--- config.mk ---
export PLATFORM = sky130hd
export DESIGN_NAME = song_sequencer_flat
export DESIGN_NICKNAME = d
export VERILOG_FILES = /design/src/rtl/song_pkg.sv /design/src/rtl/song_sequencer_if.sv /design/src/rtl/song_rom.sv /design/src/rtl/song_sequencer.sv /design/src/flat_wrapper.sv
export SDC_FILE = /design/constraint.sdc
export NUM_CORES = 1
export LEC_CHECK = 0
export ABC_AREA = 1
export BUFFER_PORTS_ARGS = -buffer_cell sky130_fd_sc_hd__buf_2
export CORE_MARGIN = 2
export CORE_UTILIZATION = 25
export DETAILED_ROUTE_END_ITERATION = 6
export PLACE_DENSITY = 0.36
export SETUP_SLACK_MARGIN = 0.2
export SYNTH_ARGS = -nofsm -noshare
export SYNTH_HDL_FRONTEND = slang
export SYNTH_SLANG_ARGS = --single-unit
--- constraint.sdc ---
create_clock -name clk -period 4.5 [get_ports clk]
set_input_delay 0.9 -clock clk [delete_from_list [all_inputs] [get_ports clk]]
set_output_delay 0.9 -clock clk [all_outputs]
set_load 0.005 [all_outputs]
--- src/rtl/song_pkg.sv ---
// song_pkg - note constants, FSM states and table entry type for the song sequencer
package song_pkg;

    localparam int NOTE_PERIOD_W = 20;
    localparam int NOTE_DUR_W    = 5;

    // Half-periods in cycles of a 100 MHz clock
    localparam int NOTE_C4 = 191110;
    localparam int NOTE_D4 = 170265;
    localparam int NOTE_E4 = 151686;
    localparam int NOTE_F4 = 143173;
    localparam int NOTE_G4 = 127551;
    localparam int NOTE_A4 = 113636;
    localparam int NOTE_B4 = 101239;
    localparam int NOTE_C5 = 95556;
    localparam int NOTE_D5 = 85131;
    localparam int NOTE_E5 = 75843;
    localparam int NOTE_F5 = 71586;
    localparam int NOTE_G5 = 63776;
    localparam int NOTE_A5 = 56818;
    localparam int NOTE_B5 = 50619;
    localparam int REST     = 0;
    localparam int END_MARK = 0;

    typedef enum logic [2:0] {IDLE, LOAD, PLAY, GAP, DONE} seq_state_t;

    typedef struct packed {
        logic [NOTE_PERIOD_W-1:0] period;
        logic [NOTE_DUR_W-1:0]    duration;
    } note_entry_t;

endpackage

--- src/rtl/song_sequencer_if.sv ---
// rtl/song_sequencer_if.sv - control and audio status bundle of the song sequencer
interface song_sequencer_if #(
    parameter int ADDR_W = 6
);
    logic              enable;
    logic              play;
    logic              loop_mode;
    logic              aud_out;
    logic              aud_sd;
    logic              busy;
    logic              done;
    logic [ADDR_W-1:0] note_idx;

    modport master (
        output enable, play, loop_mode,
        input  aud_out, aud_sd, busy, done, note_idx
    );

    modport slave (
        input  enable, play, loop_mode,
        output aud_out, aud_sd, busy, done, note_idx
    );
endinterface

--- src/rtl/song_rom.sv ---
// rtl/song_rom.sv - combinational note table; SONG_ID selects the melody
module song_rom
    import song_pkg::*;
#(
    parameter int SONG_LEN = 64,
    parameter int PERIOD_W = NOTE_PERIOD_W,
    parameter int DUR_W    = NOTE_DUR_W,
    parameter int SONG_ID  = 0,
    parameter int ADDR_W   = (SONG_LEN > 1) ? $clog2(SONG_LEN) : 1
) (
    input  logic [ADDR_W-1:0] addr,
    output note_entry_t       entry
);

    function automatic note_entry_t mk(input int period, input int duration);
        note_entry_t e;
        e.period   = NOTE_PERIOD_W'(PERIOD_W'(period));
        e.duration = NOTE_DUR_W'(DUR_W'(duration));
        return e;
    endfunction

    always_comb begin
        entry = mk(REST, END_MARK);
        case (SONG_ID)
            1: case (int'(addr))
                0: entry = mk(5, 2);
                1: entry = mk(REST, 1);
                2: entry = mk(3, 1);
                default: ;
            endcase
            2: case (int'(addr))
                0: entry = mk(2, 1);
                1: entry = mk(3, 1);
                2: entry = mk(4, 1);
                3: entry = mk(2, 1);
                default: ;
            endcase
            default: case (int'(addr))
                0: entry = mk(NOTE_E5, 2);
                1: entry = mk(NOTE_G5, 2);
                2: entry = mk(NOTE_E5, 2);
                3: entry = mk(REST, 1);
                4: entry = mk(NOTE_C5, 4);
                5: entry = mk(NOTE_A4, 4);
                default: ;
            endcase
        endcase
    end

endmodule

--- src/rtl/song_sequencer.sv ---
// rtl/song_sequencer.sv - note-table sequencer driving a square-wave alarm tone
module song_sequencer
    import song_pkg::*;
#(
    parameter int CLK_FREQ = 100_000_000,
    parameter int UNIT_DIV = 8,
    parameter int SONG_LEN = 64,
    parameter int PERIOD_W = NOTE_PERIOD_W,
    parameter int DUR_W    = NOTE_DUR_W,
    parameter int GAP_CYC  = CLK_FREQ / 100,
    parameter int SONG_ID  = 0
) (
    input logic             clk,
    input logic             rst_n,
    song_sequencer_if.slave bus
);

    localparam int ADDR_W   = (SONG_LEN > 1) ? $clog2(SONG_LEN) : 1;
    localparam int DCNT_W   = DUR_W + 32;
    localparam int GAP_W    = (GAP_CYC > 1) ? $clog2(GAP_CYC) : 1;
    localparam int GAP_LAST = (GAP_CYC > 0) ? GAP_CYC - 1 : 0;
    localparam logic [DCNT_W-1:0] TICKS_PER_UNIT = DCNT_W'(CLK_FREQ / UNIT_DIV);

    seq_state_t         state;
    logic [ADDR_W-1:0]  note_idx;
    logic [PERIOD_W-1:0] period_q, per_cnt;
    logic [DUR_W-1:0]   dur_q;
    logic [DCNT_W-1:0]  dur_cnt, dur_last;
    logic [GAP_W-1:0]   gap_cnt;
    logic               aud_out, aud_sd, busy, done;
    note_entry_t        rom_entry;

    logic               song_end;
    seq_state_t         adv_state;
    logic [ADDR_W-1:0]  adv_idx;
    logic               adv_done;

    song_rom #(
        .SONG_LEN (SONG_LEN),
        .PERIOD_W (PERIOD_W),
        .DUR_W    (DUR_W),
        .SONG_ID  (SONG_ID),
        .ADDR_W   (ADDR_W)
    ) u_rom (
        .addr  (note_idx),
        .entry (rom_entry)
    );

    assign dur_last = DCNT_W'(dur_q) * TICKS_PER_UNIT - DCNT_W'(1);

    // Shared "move to the next entry" decision: used by LOAD on an end marker
    // and by PLAY/GAP when a note finishes.
    always_comb begin
        song_end  = (state == LOAD) ? (rom_entry.duration == '0)
                                    : (note_idx == ADDR_W'(SONG_LEN - 1));
        adv_state = LOAD;
        adv_idx   = note_idx + ADDR_W'(1);
        adv_done  = 1'b0;
        if (song_end) begin
            if (bus.loop_mode) begin
                adv_idx = '0;
            end else begin
                adv_state = DONE;
                adv_idx   = note_idx;
                adv_done  = 1'b1;
            end
        end
    end

    always_ff @(posedge clk or negedge rst_n) begin
        if (!rst_n) begin
            state    <= IDLE;
            note_idx <= '0;
            period_q <= '0;
            dur_q    <= '0;
            per_cnt  <= '0;
            dur_cnt  <= '0;
            gap_cnt  <= '0;
            aud_out  <= 1'b0;
            aud_sd   <= 1'b0;
            busy     <= 1'b0;
            done     <= 1'b0;
        end else if (!bus.enable) begin
            state    <= IDLE;
            note_idx <= '0;
            period_q <= '0;
            dur_q    <= '0;
            per_cnt  <= '0;
            dur_cnt  <= '0;
            gap_cnt  <= '0;
            aud_out  <= 1'b0;
            aud_sd   <= 1'b0;
            busy     <= 1'b0;
            done     <= 1'b0;
        end else begin
            aud_sd <= 1'b1;
            done   <= 1'b0;
            case (state)
                IDLE: if (bus.play) begin
                    state <= LOAD;
                    busy  <= 1'b1;
                end
                LOAD: if (bus.play) begin
                    period_q <= PERIOD_W'(rom_entry.period);
                    dur_q    <= DUR_W'(rom_entry.duration);
                    per_cnt  <= '0;
                    dur_cnt  <= '0;
                    aud_out  <= 1'b0;
                    if (song_end) begin
                        state    <= adv_state;
                        note_idx <= adv_idx;
                        busy     <= !adv_done;
                        done     <= adv_done;
                    end else begin
                        state <= PLAY;
                    end
                end
                PLAY: if (bus.play) begin
                    if (dur_cnt == dur_last) begin
                        aud_out <= 1'b0;
                        per_cnt <= '0;
                        dur_cnt <= '0;
                        gap_cnt <= '0;
                        if (GAP_CYC == 0) begin
                            state    <= adv_state;
                            note_idx <= adv_idx;
                            busy     <= !adv_done;
                            done     <= adv_done;
                        end else begin
                            state <= GAP;
                        end
                    end else begin
                        dur_cnt <= dur_cnt + DCNT_W'(1);
                        // A zero half-period is a rest: stay silent, leave the divider idle.
                        if (period_q == '0) begin
                            aud_out <= 1'b0;
                        end else if (per_cnt == period_q - PERIOD_W'(1)) begin
                            per_cnt <= '0;
                            aud_out <= ~aud_out;
                        end else begin
                            per_cnt <= per_cnt + PERIOD_W'(1);
                        end
                    end
                end
                GAP: if (bus.play) begin
                    aud_out <= 1'b0;
                    if (gap_cnt == GAP_W'(GAP_LAST)) begin
                        gap_cnt  <= '0;
                        state    <= adv_state;
                        note_idx <= adv_idx;
                        busy     <= !adv_done;
                        done     <= adv_done;
                    end else begin
                        gap_cnt <= gap_cnt + GAP_W'(1);
                    end
                end
                DONE: begin
                    aud_out <= 1'b0;
                    busy    <= 1'b0;
                end
                default: state <= IDLE;
            endcase
        end
    end

    assign bus.aud_out  = aud_out;
    assign bus.aud_sd   = aud_sd;
    assign bus.busy     = busy;
    assign bus.done     = done;
    assign bus.note_idx = note_idx;

endmodule
--- src/flat_wrapper.sv ---
// flat-port wrapper written by rule: the top's interface ports become plain ports
module song_sequencer_flat import song_pkg::*;
#(
    parameter int CLK_FREQ = 100_000_000,
    parameter int UNIT_DIV = 8,
    parameter int SONG_LEN = 64,
    parameter int PERIOD_W = NOTE_PERIOD_W,
    parameter int DUR_W    = NOTE_DUR_W,
    parameter int GAP_CYC  = CLK_FREQ / 100,
    parameter int SONG_ID  = 0
)
  (clk, rst_n, bus_enable, bus_play, bus_loop_mode, bus_aud_out, bus_aud_sd, bus_busy, bus_done, bus_note_idx);
  song_sequencer_if bus_i ();
  input logic clk;
  input logic rst_n;
  input wire logic [$bits(bus_i.enable)-1:0] bus_enable;
  input wire logic [$bits(bus_i.play)-1:0] bus_play;
  input wire logic [$bits(bus_i.loop_mode)-1:0] bus_loop_mode;
  output wire logic [$bits(bus_i.aud_out)-1:0] bus_aud_out;
  output wire logic [$bits(bus_i.aud_sd)-1:0] bus_aud_sd;
  output wire logic [$bits(bus_i.busy)-1:0] bus_busy;
  output wire logic [$bits(bus_i.done)-1:0] bus_done;
  output wire logic [$bits(bus_i.note_idx)-1:0] bus_note_idx;
  assign bus_i.enable = bus_enable;
  assign bus_i.play = bus_play;
  assign bus_i.loop_mode = bus_loop_mode;
  assign bus_aud_out = bus_i.aud_out;
  assign bus_aud_sd = bus_i.aud_sd;
  assign bus_busy = bus_i.busy;
  assign bus_done = bus_i.done;
  assign bus_note_idx = bus_i.note_idx;
  song_sequencer #(.CLK_FREQ(CLK_FREQ), .UNIT_DIV(UNIT_DIV), .SONG_LEN(SONG_LEN), .PERIOD_W(PERIOD_W), .DUR_W(DUR_W), .GAP_CYC(GAP_CYC), .SONG_ID(SONG_ID)) u_core (.clk(clk), .rst_n(rst_n), .bus(bus_i));
endmodule
==> impl_metrics.json, run 1 <==
{
  "crit_chain": "inv_2 > ha_1 > ha_1 > ha_2 > fa_2 > inv_2 > nor2_4 > nor2_4 > inv_2 > nand2_1 > nand3b_1 > nand2_4 > nand3_4 > nor2_4 > nand3_1 > nand2_1 > nand3_1 > nor2_2 > nand3_4 > nand2_8 > nand2_8 > clkinv_8 > clkbuf_16 > nor2_1",
  "hpwlAfterDp_um": 20110,
  "drc": 0,
  "cp-end-kind": "flop",
  "critPathKind": "reg -> reg",
  "start_util": 0.2526,
  "die_w_um": 187.6,
  "vias": 7898,
  "synth.net_count": 1289,
  "antenna_found_initial": 0,
  "power_w": 0.004120,
  "hold_violations": 0,
  "rsz0062_at_grt": "yes",
  "wl_per_cell_um": 14.76,
  "syn_area_sq_mm": 0.008429,
  "p_leak_nw": 4.360,
  "synth_top_area_frac": 0.3028,
  "nets": 1323,
  "synth.most_common_cell": "nand2_1",
  "tightest_slew_ns": 0.7325,
  "fin_skew_ns": 0.01389,
  "syn_area_per_cell_sq_um": 6.722,
  "grt_pass1_wl_um": 43040,
  "cts.sinks": 102,
  "ys_seq_area_frac": 0.3028,
  "die-height_um": 187.6,
  "required_ns": 4.75,
  "die_area_sq_mm": 0.03520,
  "max_stage_delay_ns": 0.39,
  "cts_buffers": 9,
  "yosysUniqueCellTypes": 45,
  "setup_viol": 0,
  "ys_ff_latch": 102,
  "start_kind": "flop",
  "synth.area.top_cells": "dfrtp_1 (30%), nand2_1 (14%), inv_1 (7.3%), nor2_1 (6.7%), nand3_1 (6.2%)",
  "clkTransAtPathRegs_ns": 0.08,
  "portBuffers": 14,
  "synth_edf_count": 0,
  "syn_inst": 1254,
  "finalCritPeriodShare": 0.8852,
  "period_minus_slack_ns": 3.983,
  "grt_pass1_vias": 8025,
  "synth_top_area_cell": "dfrtp_1",
  "viasPerCell": 4.536,
  "grt_usage": 0.1519,
  "maxSlewHeadroom": 0.5099,
  "drive_gt1_frac": 0.1206,
  "ir_drop_mv": 0.1686,
  "drt_iter0_markers": 390,
  "grt_max_degree": 42,
  "fin_setup_tns_ns": 0,
  "fp-row-count": 67,
  "postRouteAntennaNets": 0,
  "min_path_type": "reg -> reg",
  "whs_ns": 0.4962,
  "clk_latency_ns": 0.36,
  "slew_violations": 0,
  "status": "complete, no violations",
  "drt-total-wl_um": 25710,
  "synthFlopType": "dfrtp_1",
  "synthTopCellsByCount": "nand2_1 (319), inv_1 (165), nor2_1 (150)",
  "crit_fanout": 8,
  "clock-root-buffer": "clkbuf_16",
  "num_io_pins": 15,
  "cap_violations": 0,
  "async_flop_share": 1.000,
  "yosys_warnings": 0,
  "overflow": 0,
  "max_freq_mhz": 251.1,
  "cp_slowest_cell": "fa_2",
  "cts_tree": "yes",
  "drt-pass1-iter-count": 5,
  "post-route-util": 0.2886,
  "n_antenna_cell": 0,
  "gp_congestion": 0.8180,
  "area_growth_pct": 14.22,
  "core_sq_mm": 0.03336,
  "cts.htree.levels": 3,
  "p_per_area_mw_per_mm2": 427.9,
  "clock_path_buffers": 2,
  "crit_arrival_ns": 4.24
}
-- final cells by class --
class	instances	area, sq um
fillers	3766	23740
repair buffers	43	349.1
flip-flops and latches	102	2552
clock inverters	4	31.28
clock buffers	12	256.5
multi-input cells	959	5216
inverters	173	661.9
well taps	448	560.5
-- state kept, by name, indices dropped and copies added (netlist names) --
name / flops
u_core.dur_cnt: 37
u_core.bus.busy: 1
u_core.gap_cnt: 20
u_core.period_q: 10
u_core.bus.note_idx: 6
u_core.bus.aud_out: 1
u_core.dur_q: 2
u_core.per_cnt: 20
u_core.state: 3
u_core.bus.aud_sd: 1
u_core.bus.done: 1
-- worst max-delay path: cells and delay by family (launching register included) --
family	cells	cell delay [ns]
fa+ha+maj	4	1.19
buf+inv	5	0.47
flops	1	0.38
simple gates	15	1.81
-- cell families (layout without fill, tap and decap cells) --
group,count (synthesis),after routing,synth area share
adder cells (fa/ha/maj),30,30,0.04542
AO/OA/AOI/OAI,109,109,0.07348
flip-flops,102,102,0.3028
XOR/XNOR,67,67,0.06962
buffers and inverters,193,232,0.09144
AND/OR/NAND/NOR,753,753,0.4172
-- cells in the final DEF, fill, tap and decap left out, drive strengths merged --
master | synthesis | final
a211oi | 3 | 3
clkinv | 1 | 6
nand3 | 113 | 113
o2111ai | 1 | 1
o221ai | 1 | 1
nor3b | 1 | 1
nand2 | 349 | 349
nand3b | 7 | 7
a311oi | 1 | 1
nor4 | 17 | 17
xor2 | 47 | 47
xnor2 | 20 | 20
buf | 12 | 42
nor2 | 168 | 168
a221oi | 1 | 1
or2 | 10 | 10
o31ai | 2 | 2
a21oi | 24 | 24
o22ai | 7 | 7
nand4 | 30 | 30
nor3 | 58 | 58
a31oi | 3 | 3
o211ai | 6 | 6
ha | 29 | 29
fa | 1 | 1
o21bai | 3 | 3
dfrtp | 102 | 102
clkbuf | 8 | 13
inv | 172 | 171
o21ai | 57 | 57
-- through the flow --
stage          cells  cell area [sq um]  setup slack (ns)
2_1_floorplan   1254               8429            0.7230
3_3_place_gp    1716               9116            0.1986
3_5_place_dp    1716               9116            0.1233
4_1_cts         1733               9417            0.2128
5_1_grt         1741               9628            0.1967
6_report        1741               9628            0.5168
-- power by group --
group	internal (W)	switching [W]	leakage, nW
combinational	0.000802	0.00149	2.80
clock	0.000409	0.000387	0.143
sequential	0.000967	0.0000607	1.41
-- what timing repair did --
| item | CTS | global route |
|---|---|---|
| setup buffers | 1 | 7 |
| setup endpoints to repair | 48 | 78 |
| gates resized for setup | 2 | 32 |
| hold buffers | 0 | 0 |
| pin swaps | 0 | 10 |
| cloned | 0 | 1 |
-- final timing paths --
path	startpoint	endpoint	slack, ns	depth (start not counted)
worst max-delay path	u_core.dur_q[1]	u_core.dur_cnt[27]	0.52	24
worst min-delay path	u_core.bus.aud_out	u_core.bus.aud_out	0.50	2
worst max register to register	u_core.dur_q[1]	u_core.dur_cnt[27]	0.52	24
worst min register to register	u_core.bus.aud_out	u_core.bus.aud_out	0.50	2
max in group asynchronous	rst_n	u_core.gap_cnt[7]	3.01	2
min in group asynchronous	rst_n	u_core.per_cnt[7]	0.53	1
-- per-layer routing --
metal	global-route usage	share of wire	up-vias
met2	0.2524	0.46	76
met5	0	0	-
met1	0.2100	0.50	3673
met3	0.01759	0.022	20
met4	0.03664	0.013	0
li1	-	-	4129
No activity file was read; power rests on OpenSTA's default activity.
==> run 2: changes to the inputs <==
BUFFER_PORTS_ARGS = unset   (was -buffer_cell sky130_fd_sc_hd__buf_2)
CAP_MARGIN = 20   (was unset)
CTS_BUF_LIST = sky130_fd_sc_hd__clkbuf_4   (was unset)
DONT_BUFFER_PORTS = 1   (was unset)
PLACE_DENSITY = 0.35   (was 0.36)
==> impl_metrics.json, run 2 (same netlist as run 1, synthesis figures left out) <==
{
  "cts.sinks": 102,
  "clkTransAtPathRegs_ns": 0.21,
  "vias": 7877,
  "r2r_slack_ns": 0.50,
  "stdcell_count": 1733,
  "cts_buffers": 9,
  "grt_max_degree": 79,
  "r2r_cells": 24,
  "start_kind": "flop",
  "setup_viol": 0,
  "hpwlAfterDp_um": 19730,
  "core_sq_mm": 0.03336,
  "drt-pass1-iter-count": 7,
  "mostFrequentLayoutCells": "nand2_1 (315), inv_1 (161), nor2_1 (148)",
  "die-height_um": 187.6,
  "drive_gt1_frac": 0.1199,
  "grtUsageMet1": 0.1983,
  "grt_util_met2": 0.2741,
  "ir_drop_mv": 0.1759,
  "grt_usage": 0.1554,
  "p_leak_nw": 4.247,
  "status": "complete, no violations",
  "gp_congestion": 0.7858,
  "overflow": 0,
  "crit_chain": "inv_2 > ha_1 > ha_1 > ha_2 > fa_2 > inv_2 > nor2_4 > nor2_4 > inv_2 > nand2_1 > nand3b_1 > nand2_4 > nand3_1 > nor2_1 > nand2_1 > xor2_1 > nand2_1 > nor2_2 > nand3_4 > nand2_8 > nand2_8 > inv_8 > bufbuf_16 > nor2_1",
  "r2r-start": "u_core.dur_q[1]",
  "drt_iter0_markers": 447,
  "fin_setup_tns_ns": 0,
  "required_ns": 4.92,
  "crit_arrival_ns": 4.42,
  "largest_register_ffs": 37,
  "wl_per_cell_um": 15.27,
  "cts_tree": "yes",
  "busiest_layer": "met2",
  "clock_path_buffers": 2,
  "dpl.cell_count": 1694,
  "fp-row-count": 67,
  "grt_pass1_vias": 7885,
  "slew_violations": 0,
  "cp_slowest_cell": "dfrtp_1",
  "postRouteAntennaNets": 0,
  "start_util": 0.2526,
  "p_per_area_mw_per_mm2": 405.6,
  "crit_fanout": 16,
  "min_path_type": "in -> async",
  "final_common_cell": "nand2_1",
  "area_growth_pct": 12.41,
  "num_io_pins": 15,
  "fin_skew_ns": 0.04391,
  "nets": 1314,
  "tightest_slew_ns": 1.040,
  "die_w_um": 187.6,
  "r2r_end": "u_core.dur_cnt[28]",
  "viasPerCell": 4.545,
  "cap_violations": 0,
  "rsz0062_at_grt": "yes",
  "clk_latency_ns": 0.54,
  "maxSlewHeadroom": 0.3041,
  "die_area_sq_mm": 0.03520,
  "antenna_found_initial": 1,
  "met3_usage": 0.02658,
  "cp-end-kind": "flop",
  "max_freq_mhz": 249.7,
  "portBuffers": 0,
  "clock-root-buffer": "clkbuf_4",
  "finalCritPeriodShare": 0.8898,
  "critPathKind": "reg -> reg",
  "hold_violations": 0,
  "max_stage_delay_ns": 0.41,
  "cts.htree.levels": 3,
  "drt-total-wl_um": 26460,
  "reg.largest.list": "u_core.dur_cnt (37), u_core.gap_cnt (20), u_core.per_cnt (20)",
  "grt_pass1_wl_um": 43300,
  "top_register": "u_core.dur_cnt",
  "drc": 0,
  "period_minus_slack_ns": 4.004
}
## run 2: cell count changes in the layout (fill, tap and decap cells not counted), sizes merged, moves of 2 or more
cell	before	now
buf	42	28
clkbuf	13	11
clkinv	6	2
clkinvlp	0	2
dlygate4sd3	0	3
inv	171	175
## run 2: what timing repair did
action / 4_1_cts / 5_1_grt
hold buffers: 4 / 0
pin swaps: 1 / 6
resized for setup: 5 / 31
gates cloned: 1 / 1
endpoints found under the hold margin: 78 / 0
setup endpoints to repair: 53 / 79
setup buffers: 2 / 14
## run 2: power breakdown
part | internal (W) | switching, W
Clock | 0.000128 | 0.000386
Combinational | 0.000807 | 0.00149
Sequential | 0.000968 | 0.0000683
## run 2: metal layers
layer  share of wire  routed length [um]  vias up
met5               0                   0        -
met4           0.013                 331        0
met3           0.026                 688       11
met2            0.49               13040       90
met1            0.47               12400     3676
li1                -                   -     4100
## run 2: layout make-up
| cell class | count | area, sq um |
|---|---|---|
| clock inverters | 6 | 52.55 |
| clock buffers | 10 | 75.07 |
| fillers | 3810 | 23890 |
| well taps | 448 | 560.5 |
| multi-input cells | 960 | 5239 |
| flip-flops and latches | 102 | 2554 |
| repair buffers | 33 | 335.3 |
| diodes | 1 | 2.502 |
| inverters | 173 | 656.9 |
## run 2: worst max path at each step
stage | start | endpoint | slack (ns) | depth (start not counted)
floorplan | u_core.period_q[2] | u_core.dur_cnt[11] | 0.72 | 24
global placement | u_core.dur_q[1] | u_core.dur_cnt[21] | 0.14 | 24
detailed placement | u_core.dur_q[1] | u_core.dur_cnt[32] | 0.10 | 24
CTS | u_core.dur_q[1] | u_core.dur_cnt[28] | 0.22 | 24
global route | u_core.dur_q[1] | u_core.dur_cnt[28] | 0.15 | 28
finish | u_core.dur_q[1] | u_core.dur_cnt[28] | 0.50 | 24
## run 2: worst max-delay path: cells and delay by family (launching register included)
family | cells | cell delay, ns
adders and majority gates | 4 | 1.18
buffers and inverters | 5 | 0.61
DFF | 1 | 0.41
xor gates and xnor gates | 1 | 0.14
and+or+nand+nor | 14 | 1.55
## run 2: per-stage QoR
stage / hold WS (ns) / setup WS (ns) / util / total power, W / area [sq um]
after floorplan: 0.4841 / 0.7230 / - / 0.002699 / 8429
after global placement: 0.5147 / 0.1361 / 0.2693 / 0.003196 / 8984
after detailed placement: 0.5163 / 0.1018 / 0.2693 / 0.003168 / 8984
after CTS: 0.1860 / 0.2167 / 0.2765 / 0.003797 / 9226
after global routing: 0.1763 / 0.1543 / 0.2840 / 0.004248 / 9475
final: 0.2406 / 0.4958 / 0.2840 / 0.003843 / 9475
==> run 3: changes to the inputs <==
CORE_MARGIN = 5   (was 2)
TNS_END_PERCENT = 5   (was unset)
==> impl_metrics.json, run 3 (same netlist as run 1, synthesis figures left out) <==
{
  "status": "complete, no violations",
  "critPathKind": "reg -> reg",
  "crit_fanout": 9,
  "clock_path_buffers": 2,
  "mostFrequentLayoutCells": "nand2_1 (316), inv_1 (162), nor2_1 (145)",
  "cp-end-kind": "flop",
  "ir_drop_mv": 0.2063,
  "setup_viol": 0,
  "grt_usage": 0.1388,
  "grt_max_degree": 95,
  "gp_congestion": 0.7849,
  "grt_pass1_vias": 7815,
  "grt_pass1_wl_um": 42560,
  "dpl.cell_count": 1696,
  "post-route-util": 0.2819,
  "die_area_sq_mm": 0.03749,
  "overflow": 0,
  "fin_skew_ns": 0.04776,
  "stdcell_count": 1726,
  "viasPerCell": 4.507,
  "maxSlewHeadroom": 0.5188,
  "grt_util_met2": 0.2288,
  "design_area_sq_mm": 0.009429,
  "pre_cts_slack_ns": 0.06496,
  "largest_register_ffs": 37,
  "cp_slowest_cell": "dfrtp_1",
  "crit_chain": "inv_2 > ha_1 > ha_1 > ha_2 > fa_2 > inv_2 > nor2_2 > nor2_4 > nand2_1 > nand2_4 > nand3_2 > nor2_2 > nand3_2 > nor2_4 > nand4_1 > nand2_1 > nand2_1 > nor2_2 > nand3_4 > nand2_8 > nand2_8 > clkinv_8 > clkbuf_16 > nor2_1",
  "setup_ws_ns": 0.5122,
  "period_minus_slack_ns": 3.988,
  "slew_violations": 0,
  "tightest_slew_ns": 0.7192,
  "die-height_um": 193.6,
  "drt_iter0_markers": 353,
  "cap_violations": 0,
  "finalCritPeriodShare": 0.8862,
  "wl_per_cell_um": 15.11,
  "required_ns": 4.92,
  "vias": 7779,
  "met3_usage": 0.02728,
  "postPlaceCellArea_sq_mm": 0.008999,
  "drive_gt1_frac": 0.1151,
  "fin_setup_tns_ns": 0,
  "cts.htree.levels": 3,
  "die_w_um": 193.6,
  "max_stage_delay_ns": 0.41,
  "cts_buffers": 9,
  "fill_cells": 3760,
  "r2r_end": "u_core.dur_cnt[31]",
  "hpwlAfterDp_um": 19910,
  "cp_top_family": "simple AND/OR/NAND/NOR gates",
  "path_buf_inv": 4,
  "cts.sinks": 102,
  "r2r-start": "u_core.dur_q[1]",
  "hold_violations": 0,
  "p_per_area_mw_per_mm2": 409.2,
  "crit_arrival_ns": 4.41,
  "clock-root-buffer": "clkbuf_4",
  "core_sq_mm": 0.03345,
  "reg.largest.list": "u_core.dur_cnt (37), u_core.gap_cnt (20), u_core.per_cnt (20)",
  "max_freq_mhz": 250.8,
  "start_util": 0.2520,
  "postRouteAntennaNets": 0,
  "grtUsageMet1": 0.1846,
  "setup.worst_path.start": "u_core.dur_q[1]",
  "r2r_slack_ns": 0.51,
  "fp-row-count": 67,
  "drt-total-wl_um": 26070,
  "drt-pass1-iter-count": 5,
  "antenna_found_initial": 1,
  "area_growth_pct": 11.86,
  "drc": 0,
  "portBuffers": 0,
  "final_common_cell": "nand2_1",
  "num_io_pins": 15,
  "start_kind": "flop",
  "r2r_cells": 24,
  "min_path_type": "in -> async",
  "p_leak_nw": 4.241,
  "cts_tree": "yes",
  "top_register": "u_core.dur_cnt",
  "rsz0062_at_grt": "no",
  "clkTransAtPathRegs_ns": 0.22,
  "busiest_layer": "met2",
  "path_depth": 24,
  "clk_latency_ns": 0.55,
  "nets": 1307
}
## run 3: cell types whose count changed in the layout (fill, tap and decap cells not counted), moves of 2 or more
cell and delta:
buf_4 -8, buf_6 +4, clkinv_8 +3, nor2_1 -3
clkbuf_16 +2, clkinvlp_4 -2, dlygate4sd3_1 -2, ha_1 +2
ha_4 -2, nand3_2 +2, nor2_2 +2
## run 3: what timing repair did
action | CTS | global route
hold buffers | 2 | 0
hold endpoints to repair | 94 | 0
endpoints found under the setup margin | 73 | 79
pin swaps | 0 | 7
gates resized for setup | 3 | 33
cloned | 0 | 3
setup buffers | 1 | 7
## run 3: where the power goes
group          internal [W]  switching, W  leakage [nW]
clock network      0.000131      0.000407        0.0783
registers          0.000968     0.0000707          1.41
logic              0.000792       0.00149          2.75
## run 3: worst max-delay path by stage
stage | slack (ns) | to
after floorplan | 0.72 | u_core.dur_cnt[11]
after global placement | 0.15 | u_core.dur_cnt[21]
after detailed placement | 0.06 | u_core.dur_cnt[21]
after CTS | 0.21 | u_core.dur_cnt[21]
after global routing | 0.18 | u_core.dur_cnt[31]
final | 0.51 | u_core.dur_cnt[31]
## run 3: worst register-to-register path, stage by stage, from the launching register on
cell and delay, ns:
dfrtp_1 0.41, inv_2 0.06, ha_1 0.32, ha_1 0.29, ha_2 0.21, fa_2 0.41, inv_2 0.09, nor2_2 0.05
nor2_4 0.15, nand2_1 0.11, nand2_4 0.13, nand3_2 0.09, nor2_2 0.12, nand3_2 0.12, nor2_4 0.19, nand4_1 0.13
nand2_1 0.08, nand2_1 0.06, nor2_2 0.15, nand3_4 0.14, nand2_8 0.12, nand2_8 0.10, clkinv_8 0.12, clkbuf_16 0.16
nor2_1 0.04
## run 3: through the flow
stage,total power [W],hold slack (ns)
final,0.003859,0.1819
after floorplan,0.002699,0.4841
after global routing,0.004248,0.1779
after global placement,0.003199,0.5209
after CTS,0.003795,0.1956
after detailed placement,0.003180,0.5251
## run 3: metal layers
layer,vias to the layer above,part of all wire
met5,-,0
met4,0,0.022
met2,69,0.47
li1,4098,-
met3,23,0.025
met1,3589,0.49
## run 3: cell type report
class | instances | area [sq um] | share of cell area
clock inverters | 7 | 75.07 | 0.007962
inverters | 173 | 661.9 | 0.07020
well taps | 448 | 560.5 | 0.05945
repair buffers | 27 | 297.8 | 0.03158
flip-flops and latches | 102 | 2552 | 0.2707
diodes | 1 | 2.502 | 0.0002654
clock buffers | 9 | 67.56 | 0.007166
multi-input cells | 959 | 5211 | 0.5527
